===== src/rtl/wb_master_arbiter.sv =====
// wb_master_arbiter: N-master to 1-slave Wishbone B3 arbiter with fixed/round-robin
// arbitration, whole-cycle grant locking and an unanswered-strobe watchdog.
`default_nettype none

module wb_master_arbiter #(
   parameter int NUM_MASTERS    = 2,
   parameter int ADDRESS_WIDTH  = 32,
   parameter int DATA_WIDTH     = 32,
   parameter int ARB_MODE       = 0,
   parameter int TIMEOUT_CYCLES = 255
) (
   input  logic                                clk_i,
   input  logic                                rst_i,
   input  logic [NUM_MASTERS*ADDRESS_WIDTH-1:0] m_adr_i,
   input  logic [NUM_MASTERS*DATA_WIDTH-1:0]    m_dat_i,
   input  logic [NUM_MASTERS*4-1:0]             m_sel_i,
   input  logic [NUM_MASTERS-1:0]               m_we_i,
   input  logic [NUM_MASTERS-1:0]               m_cyc_i,
   input  logic [NUM_MASTERS-1:0]               m_stb_i,
   input  logic [NUM_MASTERS*3-1:0]             m_cti_i,
   input  logic [NUM_MASTERS*2-1:0]             m_bte_i,
   output logic [DATA_WIDTH-1:0]                m_dat_o,
   output logic [NUM_MASTERS-1:0]               m_ack_o,
   output logic [NUM_MASTERS-1:0]               m_err_o,
   output logic [NUM_MASTERS-1:0]               m_rty_o,
   output logic [ADDRESS_WIDTH-1:0]             s_adr_o,
   output logic [DATA_WIDTH-1:0]                s_dat_o,
   output logic [3:0]                           s_sel_o,
   output logic                                 s_we_o,
   output logic [2:0]                           s_cti_o,
   output logic [1:0]                           s_bte_o,
   output logic                                 s_cyc_o,
   output logic                                 s_stb_o,
   input  logic [DATA_WIDTH-1:0]                s_dat_i,
   input  logic                                 s_ack_i,
   input  logic                                 s_err_i,
   input  logic                                 s_rty_i,
   output logic [NUM_MASTERS-1:0]               grant_o,
   output logic                                 timeout_o
);

   localparam int PW = $clog2(NUM_MASTERS);

   localparam logic [0:0] ST_IDLE  = 1'b0;
   localparam logic [0:0] ST_GRANT = 1'b1;

   logic [0:0]             state_q, state_d;
   logic [NUM_MASTERS-1:0] grant_q, grant_d;
   logic [PW-1:0]          gidx_q, gidx_d;
   logic [PW-1:0]          rr_ptr_q, rr_ptr_d;

   logic                   win_vld;
   logic [PW-1:0]          win_idx;
   logic [PW-1:0]          cand;
   logic                   g_cyc;
   logic                   g_stb;
   logic                   in_grant;
   logic                   slv_term;
   logic                   wd_fire;

   assign in_grant = (state_q == ST_GRANT);
   assign g_cyc    = m_cyc_i[gidx_q];
   assign g_stb    = m_stb_i[gidx_q];
   assign slv_term = in_grant && (s_ack_i || s_err_i || s_rty_i);

   // Fixed mode scans from index 0; round-robin scans from the slot after the last winner.
   always_comb begin
      win_vld = 1'b0;
      win_idx = '0;
      cand    = '0;
      for (int k = 0; k < NUM_MASTERS; k++) begin
         if (ARB_MODE == 0) begin
            cand = PW'(k);
         end else begin
            cand = PW'((int'(rr_ptr_q) + 1 + k) % NUM_MASTERS);
         end
         if (!win_vld && m_cyc_i[cand]) begin
            win_vld = 1'b1;
            win_idx = cand;
         end
      end
   end

   always_comb begin
      state_d  = state_q;
      grant_d  = grant_q;
      gidx_d   = gidx_q;
      rr_ptr_d = rr_ptr_q;
      case (state_q)
         ST_IDLE: begin
            if (win_vld) begin
               state_d          = ST_GRANT;
               grant_d          = '0;
               grant_d[win_idx] = 1'b1;
               gidx_d           = win_idx;
               rr_ptr_d         = win_idx;
            end
         end
         default: begin
            if (!g_cyc) begin
               state_d = ST_IDLE;
               grant_d = '0;
            end
         end
      endcase
   end

   always_ff @(posedge clk_i or posedge rst_i) begin
      if (rst_i) begin
         state_q  <= ST_IDLE;
         grant_q  <= '0;
         gidx_q   <= '0;
         rr_ptr_q <= PW'(NUM_MASTERS - 1);
      end else begin
         state_q  <= state_d;
         grant_q  <= grant_d;
         gidx_q   <= gidx_d;
         rr_ptr_q <= rr_ptr_d;
      end
   end

   generate
      if (TIMEOUT_CYCLES > 0) begin : g_wdog
         localparam int CW = $clog2(TIMEOUT_CYCLES + 1);
         localparam logic [CW-1:0] C_LIMIT = CW'(TIMEOUT_CYCLES);

         logic [CW-1:0] wd_cnt_q, wd_cnt_d;

         // A real slave termination in the firing cycle takes precedence over the forced error.
         assign wd_fire = in_grant && g_stb && !slv_term && (wd_cnt_q == C_LIMIT);

         always_comb begin
            wd_cnt_d = wd_cnt_q;
            if (!in_grant || slv_term || wd_fire) begin
               wd_cnt_d = '0;
            end else if (g_stb && (wd_cnt_q != C_LIMIT)) begin
               wd_cnt_d = wd_cnt_q + 1'b1;
            end
         end

         always_ff @(posedge clk_i or posedge rst_i) begin
            if (rst_i) begin
               wd_cnt_q <= '0;
            end else begin
               wd_cnt_q <= wd_cnt_d;
            end
         end
      end else begin : g_no_wdog
         assign wd_fire = 1'b0;
      end
   endgenerate

   always_comb begin
      s_adr_o = m_adr_i[ADDRESS_WIDTH-1:0];
      s_dat_o = m_dat_i[DATA_WIDTH-1:0];
      s_sel_o = m_sel_i[3:0];
      s_we_o  = m_we_i[0];
      s_cti_o = m_cti_i[2:0];
      s_bte_o = m_bte_i[1:0];
      for (int k = 1; k < NUM_MASTERS; k++) begin
         if (gidx_q == PW'(k)) begin
            s_adr_o = m_adr_i[k*ADDRESS_WIDTH +: ADDRESS_WIDTH];
            s_dat_o = m_dat_i[k*DATA_WIDTH +: DATA_WIDTH];
            s_sel_o = m_sel_i[k*4 +: 4];
            s_we_o  = m_we_i[k];
            s_cti_o = m_cti_i[k*3 +: 3];
            s_bte_o = m_bte_i[k*2 +: 2];
         end
      end
   end

   // grant_q is all-zero outside GRANT, so it doubles as the termination routing mask.
   assign s_cyc_o   = in_grant && g_cyc;
   assign s_stb_o   = in_grant && g_stb && !wd_fire;
   assign m_dat_o   = s_dat_i;
   assign m_ack_o   = s_ack_i ? grant_q : '0;
   assign m_err_o   = (s_err_i || wd_fire) ? grant_q : '0;
   assign m_rty_o   = s_rty_i ? grant_q : '0;
   assign grant_o   = grant_q;
   assign timeout_o = wd_fire;

endmodule

`default_nettype wire


===== config.mk =====
export PLATFORM = sky130hd
export DESIGN_NAME = wb_master_arbiter
export DESIGN_NICKNAME = d
export VERILOG_FILES = /design/src/rtl/wb_master_arbiter.sv
export SDC_FILE = /design/constraint.sdc
export NUM_CORES = 1
export LEC_CHECK = 0
export CORE_AREA = 2 2 118 120
export DETAILED_ROUTE_END_ITERATION = 16
export DIE_AREA = 0 0 120 122
export GPL_ROUTABILITY_DRIVEN = 0
export PLACE_DENSITY = 0.6
export SETUP_SLACK_MARGIN = 0.02
export SLEW_MARGIN = 20
export SYNTH_ARGS = -nofsm -noshare
export SYNTH_HDL_FRONTEND = slang
export SYNTH_SLANG_ARGS = --single-unit

===== constraint.sdc =====
create_clock -name clk_i -period 1.7 [get_ports clk_i]
set_input_delay 0.425 -clock clk_i [delete_from_list [all_inputs] [get_ports clk_i]]
set_output_delay 0.425 -clock clk_i [all_outputs]
set_load 0.01 [all_outputs]

# Word level (Yosys, flattened, before mapping)
# Index checks and enable logic that the tools add are counted.
# op_classes
mux	26
magnitude_cmp	3
n_reduce_logical	22
addsub	1
eq_ne	3
bitwise	1
# ops
operator	n
2-to-1 mux 32 bit	2
2-to-1 mux 8 bit	2
2-to-1 mux 2 bit	7
2-to-1 mux 1 bit	12
logical AND 1 bit	9
adder 8 x 1 -> 8 bit (second input constant)	1
== test 8 bit (second input constant)	1
inequality test 8 bit (second input constant)	1
logical OR 1 bit	5
zero test 1 bit	4
less-than comparator 1 x 2 -> 1 bit (second input constant)	2
2-to-1 mux 4 bit	1
AND reduction 2 bit	2
nonzero test 2 bit	2
2-to-1 mux 3 bit	1
inequality test 2 bit (second input constant)	1
demux 1 bit (select 1 bit)	1
greater-or-equal comparator 1 bit (second input constant)	1
inverter 1 bit	1
# totals
inputBits	189
register_bits	12
wordCells	60
output_inout_bits	117

# Depth between registers and ports, before layout
# logic_depth
ltp_word	10
mapped_depth	6

# Worst setup path after synthesis
# OpenSTA, ideal clock, no wires.
# synth_path
kind	input to output
startpoint	input s_err_i
endpoint	output m_err_o[0]
setup_slack_ps	-172
t_required_ps	1275
stages	3
arrival_ps	1447
cell_sequence	or4_4 > nor3_4 > o21a_1
# synth_via
elab_chain_len	8
# synth_rtl
item	line_no	source
start, declared	36	input logic s_err_i,
logical OR 1 bit (2 in a row)	64	assign slv_term = in_grant && (s_ack_i || s_err_i || s_rty_i);
logical AND 1 bit	64	
zero test 1 bit	130	assign wd_fire = in_grant && g_stb && !slv_term && (wd_cnt_q == C_LIMIT);
logical AND 1 bit (2 in a row)	130	
named net timeout_o	39	output logic timeout_o
logical OR 1 bit	177	assign m_err_o = (s_err_i || wd_fire) ? grant_q : '0;
2-to-1 mux 2 bit	177	
end, declared	24	output logic [NUM_MASTERS-1:0] m_err_o,
# The timed path passes the listed nets, and every way through them passes these cells.

# Worst setup path after layout
# layout_path
startpoint	register gidx_q
endpoint	output m_err_o[0]
# layout_via
elab_chain_len	7
# layout_rtl
item	line_no	source
start, declared	49	logic [PW-1:0] gidx_q, gidx_d;
start signal, assigned	117	gidx_q <= gidx_d;
2-to-1 mux 1 bit (not written as such) (2 in a row)	63	assign g_stb = m_stb_i[gidx_q];
logical AND 1 bit (3 in a row)	130	
logical OR 1 bit	177	
2-to-1 mux 2 bit	177	
# Every way passes these cells. The select of a mux whose other input is x is not followed.

==> reports/summary.md <==
The number of antenna violations at the first check in global routing was 0. Summed over all instances, the cell type with the most area after synthesis is sky130_fd_sc_hd__mux2_2. For the total nets after synthesis, the log shows 380. Counting cells, the worst reg-to-reg path comes to 6.

Max-cap violations in this run came to 0. Yosys mapped the design onto 33 distinct sky130hd cell types. The share of post-route cells with drive strength above 1 works out to 0.495. During placement, the flow inserted port buffers numbering 241. The worst slew margin relative to its limit is 0.686. At the pin with the least slew margin, the transition time is 0.471 ns. The path class of the tightest hold or removal check is in -> async.

For the number of clock sinks, the log shows 12. During synthesis, Yosys emitted a total of 0 warnings. Final-report hold violation count: 0. The static leakage was 2.06 nW; the final wirelength was 10100 um. For the worst setup skew after layout, the log shows 0.00491 ns.

The tools report the detailed placement HPWL as 7930 um. The number of antenna cells inserted was 0. Summing all flip-flop and latch instances after layout gives 307 um^2. The share of Yosys cell area claimed by the top area cell type was 0.453; the required time of the worst setup path was 1.27 ns. The run gives -0.411 ns as the final setup slack of the worst path. Traced cell by cell, the critical path runs through buf_4 > mux2i_4 > nor3_4 > o21a_1 > buf_2. Count of final max-slew check failures: 0. Source of the worst register-to-register timing path: gidx_q.

The die area is 0.0146 mm^2. The fraction of the mapped netlist area in simple logic gates is 0.101. Setup violations remaining at the end of the flow were counted as 79.

For this run, design rule violations remaining after detail routing come to 0. The first routing iteration left 53 violations. The clock passes through at most 2 buffers.

The area growth from synthesis to layout is 166%. STA classifies the critical path startpoint as a flip-flop. The run finished, with violations left. On the critical path the largest part of the delay comes from flip-flops. The share of the clock period used by the worst path is 1.24, and the wire length of the first global-routing pass is 13700 um.

Setup repair after global routing could not meet its margin everywhere. The number of register bits inferred by synthesis is 12. The tools report the power after layout as 3.63 mW. The final reports fail on negative setup slack. After filler insertion, the fill cell instance count of the layout stands at 1355. The multiplexer fraction of the synthesized cell area is 0.466, and the part of the Yosys area used for sequential elements is 0.163. The endpoint identified for the worst register-to-register timing path is g_wdog.wd_cnt_q[5]. The master cell of the clock root buffer was sky130_fd_sc_hd__clkbuf_16.

In this run the power density over the cells is 741 mW/mm^2. Peak supply drop: 0.000435 V. The sum of buffers and inverters on the critical path is 2. Global routing finished with a remaining overflow of 0. The I/O pin count was 306; the chip height was 122 um. Timing analysis after detailed placement gives a worst setup slack of -0.990 ns. The run gives 1 as the number of H-tree levels. The synthesized netlist cell count is 190. The mapped netlist covers 0.00184 mm^2. The via count was 2397. TritonCTS built the clock tree. The post-synthesis adder-cell area fraction is 0.00680, and the number of buffers added by the clock tree synthesis step is 3. After detailed routing, the number of vias per cell comes to 3.88.

After detailed routing, the average wire length per cell comes to 16.3 um. Summing all multi-input logic gate instances after layout gives 0.00129 mm^2. The maximum fanout along the worst path was 6. The highest cell delay on the worst timing path came out at 0.53 ns.

The via count of the first global-routing pass was 2521; the overall global routing resource usage was 0.121. The count of nets left with antenna violations once routing finished came out at 0. The run gives 0.136 as the initial standard-cell utilization of the core. For this run, the leading register cell type out of synthesis is sky130_fd_sc_hd__dfrtp_1.

The final core utilization came out at 0.363. The clock-pin slew of the registers on the worst-case setup and hold paths was 0.05 ns. The slowest cell on the critical path is sky130_fd_sc_hd__dfrtp_4.

Data arrives at the worst endpoint at 1.69 ns. After the last flow step, the layout net total stands at 629. After synthesis, the largest family of logic cells by area is multiplexers. By area the synthesized netlist is led by sky130_fd_sc_hd__mux2_2 45%, sky130_fd_sc_hd__dfrtp_1 16%, sky130_fd_sc_hd__buf_4 13%, sky130_fd_sc_hd__xnor2_1 2.9%, sky130_fd_sc_hd__a21oi_1 1.9%. The tightest hold path in the finished design has a slack of 0.509 ns. The core box area was 0.0135 mm^2.

STA classifies the critical path endpoint as an output pin. After floorplanning, the core was divided into 43 placement rows. The xor-xnor portion of the synthesized cell area was 0.0286; the clock period minus final worst setup slack was 2.11 ns. The setup path with the least slack is of type reg -> out. Counting flops with a built-in enable in the synthesized netlist gives 0. The largest net degree at the start of global routing was 17. The register-to-register path setup slack came out at 0.07 ns. Averaged over all synthesized cells, the footprint is 9.69 um^2. Fraction of synthesis flops using an asynchronous set or reset pin: 1.00. The first detailed-routing pass took 4 iterations.

The compound-gate portion of the synthesized area works out to 0.0653. The highest clock rate was 474 MHz; the die width was 120 um. The tools report the clock latency on the worst-skew pair as 0.24 ns.
-- cell families (layout without fill, tap and decap cells) --
family	count (synthesis)	in the layout
mux	76	76
flops	12	12
xor+xnor	6	6
fa+ha+maj	1	1
compound gates	18	18
buf+inv	47	295
simple gates	30	30
-- report_power, final --
group          internal [mW]  switching (mW)
clock network          0.356           0.128
registers              0.315          0.0421
logic                   1.81           0.988
-- state kept, by name (all words and copies together) (netlist names) --
signal / count
g_wdog.wd_cnt_q: 8
in_grant: 1
grant_o: 2
gidx_q: 1
-- through the flow --
stage	cells	instance area, um^2	TNS [ns]
after floorplan	190	1850	-0.327
after global placement	598	4430	-31.94
after detailed placement	598	4430	-32.17
after CTS	616	4780	-19.53
after global routing	618	4900	-19.93
final	618	4900	-17.11
-- final cells by class --
class                   count  area share
well taps                 180      0.0459
inverters                   5     0.00383
flip-flops and latches     12      0.0625
repair buffers            286       0.606
multi-input cells         131       0.263
clock buffers               4      0.0181
-- worst max-delay path by stage --
stage	startpoint	end	depth (start not counted)
3_5_place_dp	s_err_i	m_err_o[1]	5
2_1_floorplan	g_wdog.wd_cnt_q[0]	m_err_o[0]	5
3_3_place_gp	s_err_i	m_err_o[0]	5
5_1_grt	in_grant	m_err_o[0]	5
4_1_cts	in_grant	m_err_o[1]	5
6_report	gidx_q	m_err_o[0]	5
-- cell usage after synthesis (2+ instances only) --
library cell / n
sky130_fd_sc_hd__nand3_1: 4
sky130_fd_sc_hd__a21oi_1: 7
sky130_fd_sc_hd__o21ai_0: 2
sky130_fd_sc_hd__nand2_1: 5
sky130_fd_sc_hd__xnor2_1: 6
sky130_fd_sc_hd__inv_1: 4
sky130_fd_sc_hd__buf_4: 32
sky130_fd_sc_hd__mux2_2: 74
sky130_fd_sc_hd__buf_1: 4
sky130_fd_sc_hd__dfrtp_1: 12
sky130_fd_sc_hd__and2_1: 4
sky130_fd_sc_hd__a211oi_1: 2
sky130_fd_sc_hd__buf_2: 5
sky130_fd_sc_hd__nor2_1: 9
sky130_fd_sc_hd__o21a_1: 2
-- layout by cell type (no fill, tap or decap), types with 7 or more instances in the layout --
cell | Yosys | final
sky130_fd_sc_hd__a21oi_1 | 7 | 7
sky130_fd_sc_hd__buf_4 | 32 | 25
sky130_fd_sc_hd__buf_6 | 0 | 82
sky130_fd_sc_hd__clkdlybuf4s50_1 | 0 | 154
sky130_fd_sc_hd__dfrtp_1 | 12 | 9
sky130_fd_sc_hd__mux2_2 | 74 | 66
sky130_fd_sc_hd__mux2_4 | 0 | 8
sky130_fd_sc_hd__nor2_1 | 9 | 8
-- what timing repair did --
item	CTS	global route
setup buffers	11	7
pin swaps	6	4
hold buffers	0	0
cloned	4	3
resized for setup	411	45
setup endpoints to repair	86	88
-- layer usage --
metal | global-route usage | part of all wire | vias to the layer above | wire length [um]
li1 | - | - | 1144 | -
met1 | 0.151 | 0.39 | 1129 | 3930
met2 | 0.218 | 0.54 | 120 | 5420
met3 | 0.0295 | 0.067 | 4 | 672
met4 | 0.0103 | 0.0053 | 0 | 53
met5 | 0 | 0 | - | 0
Power figures use the tool's default switching activity.
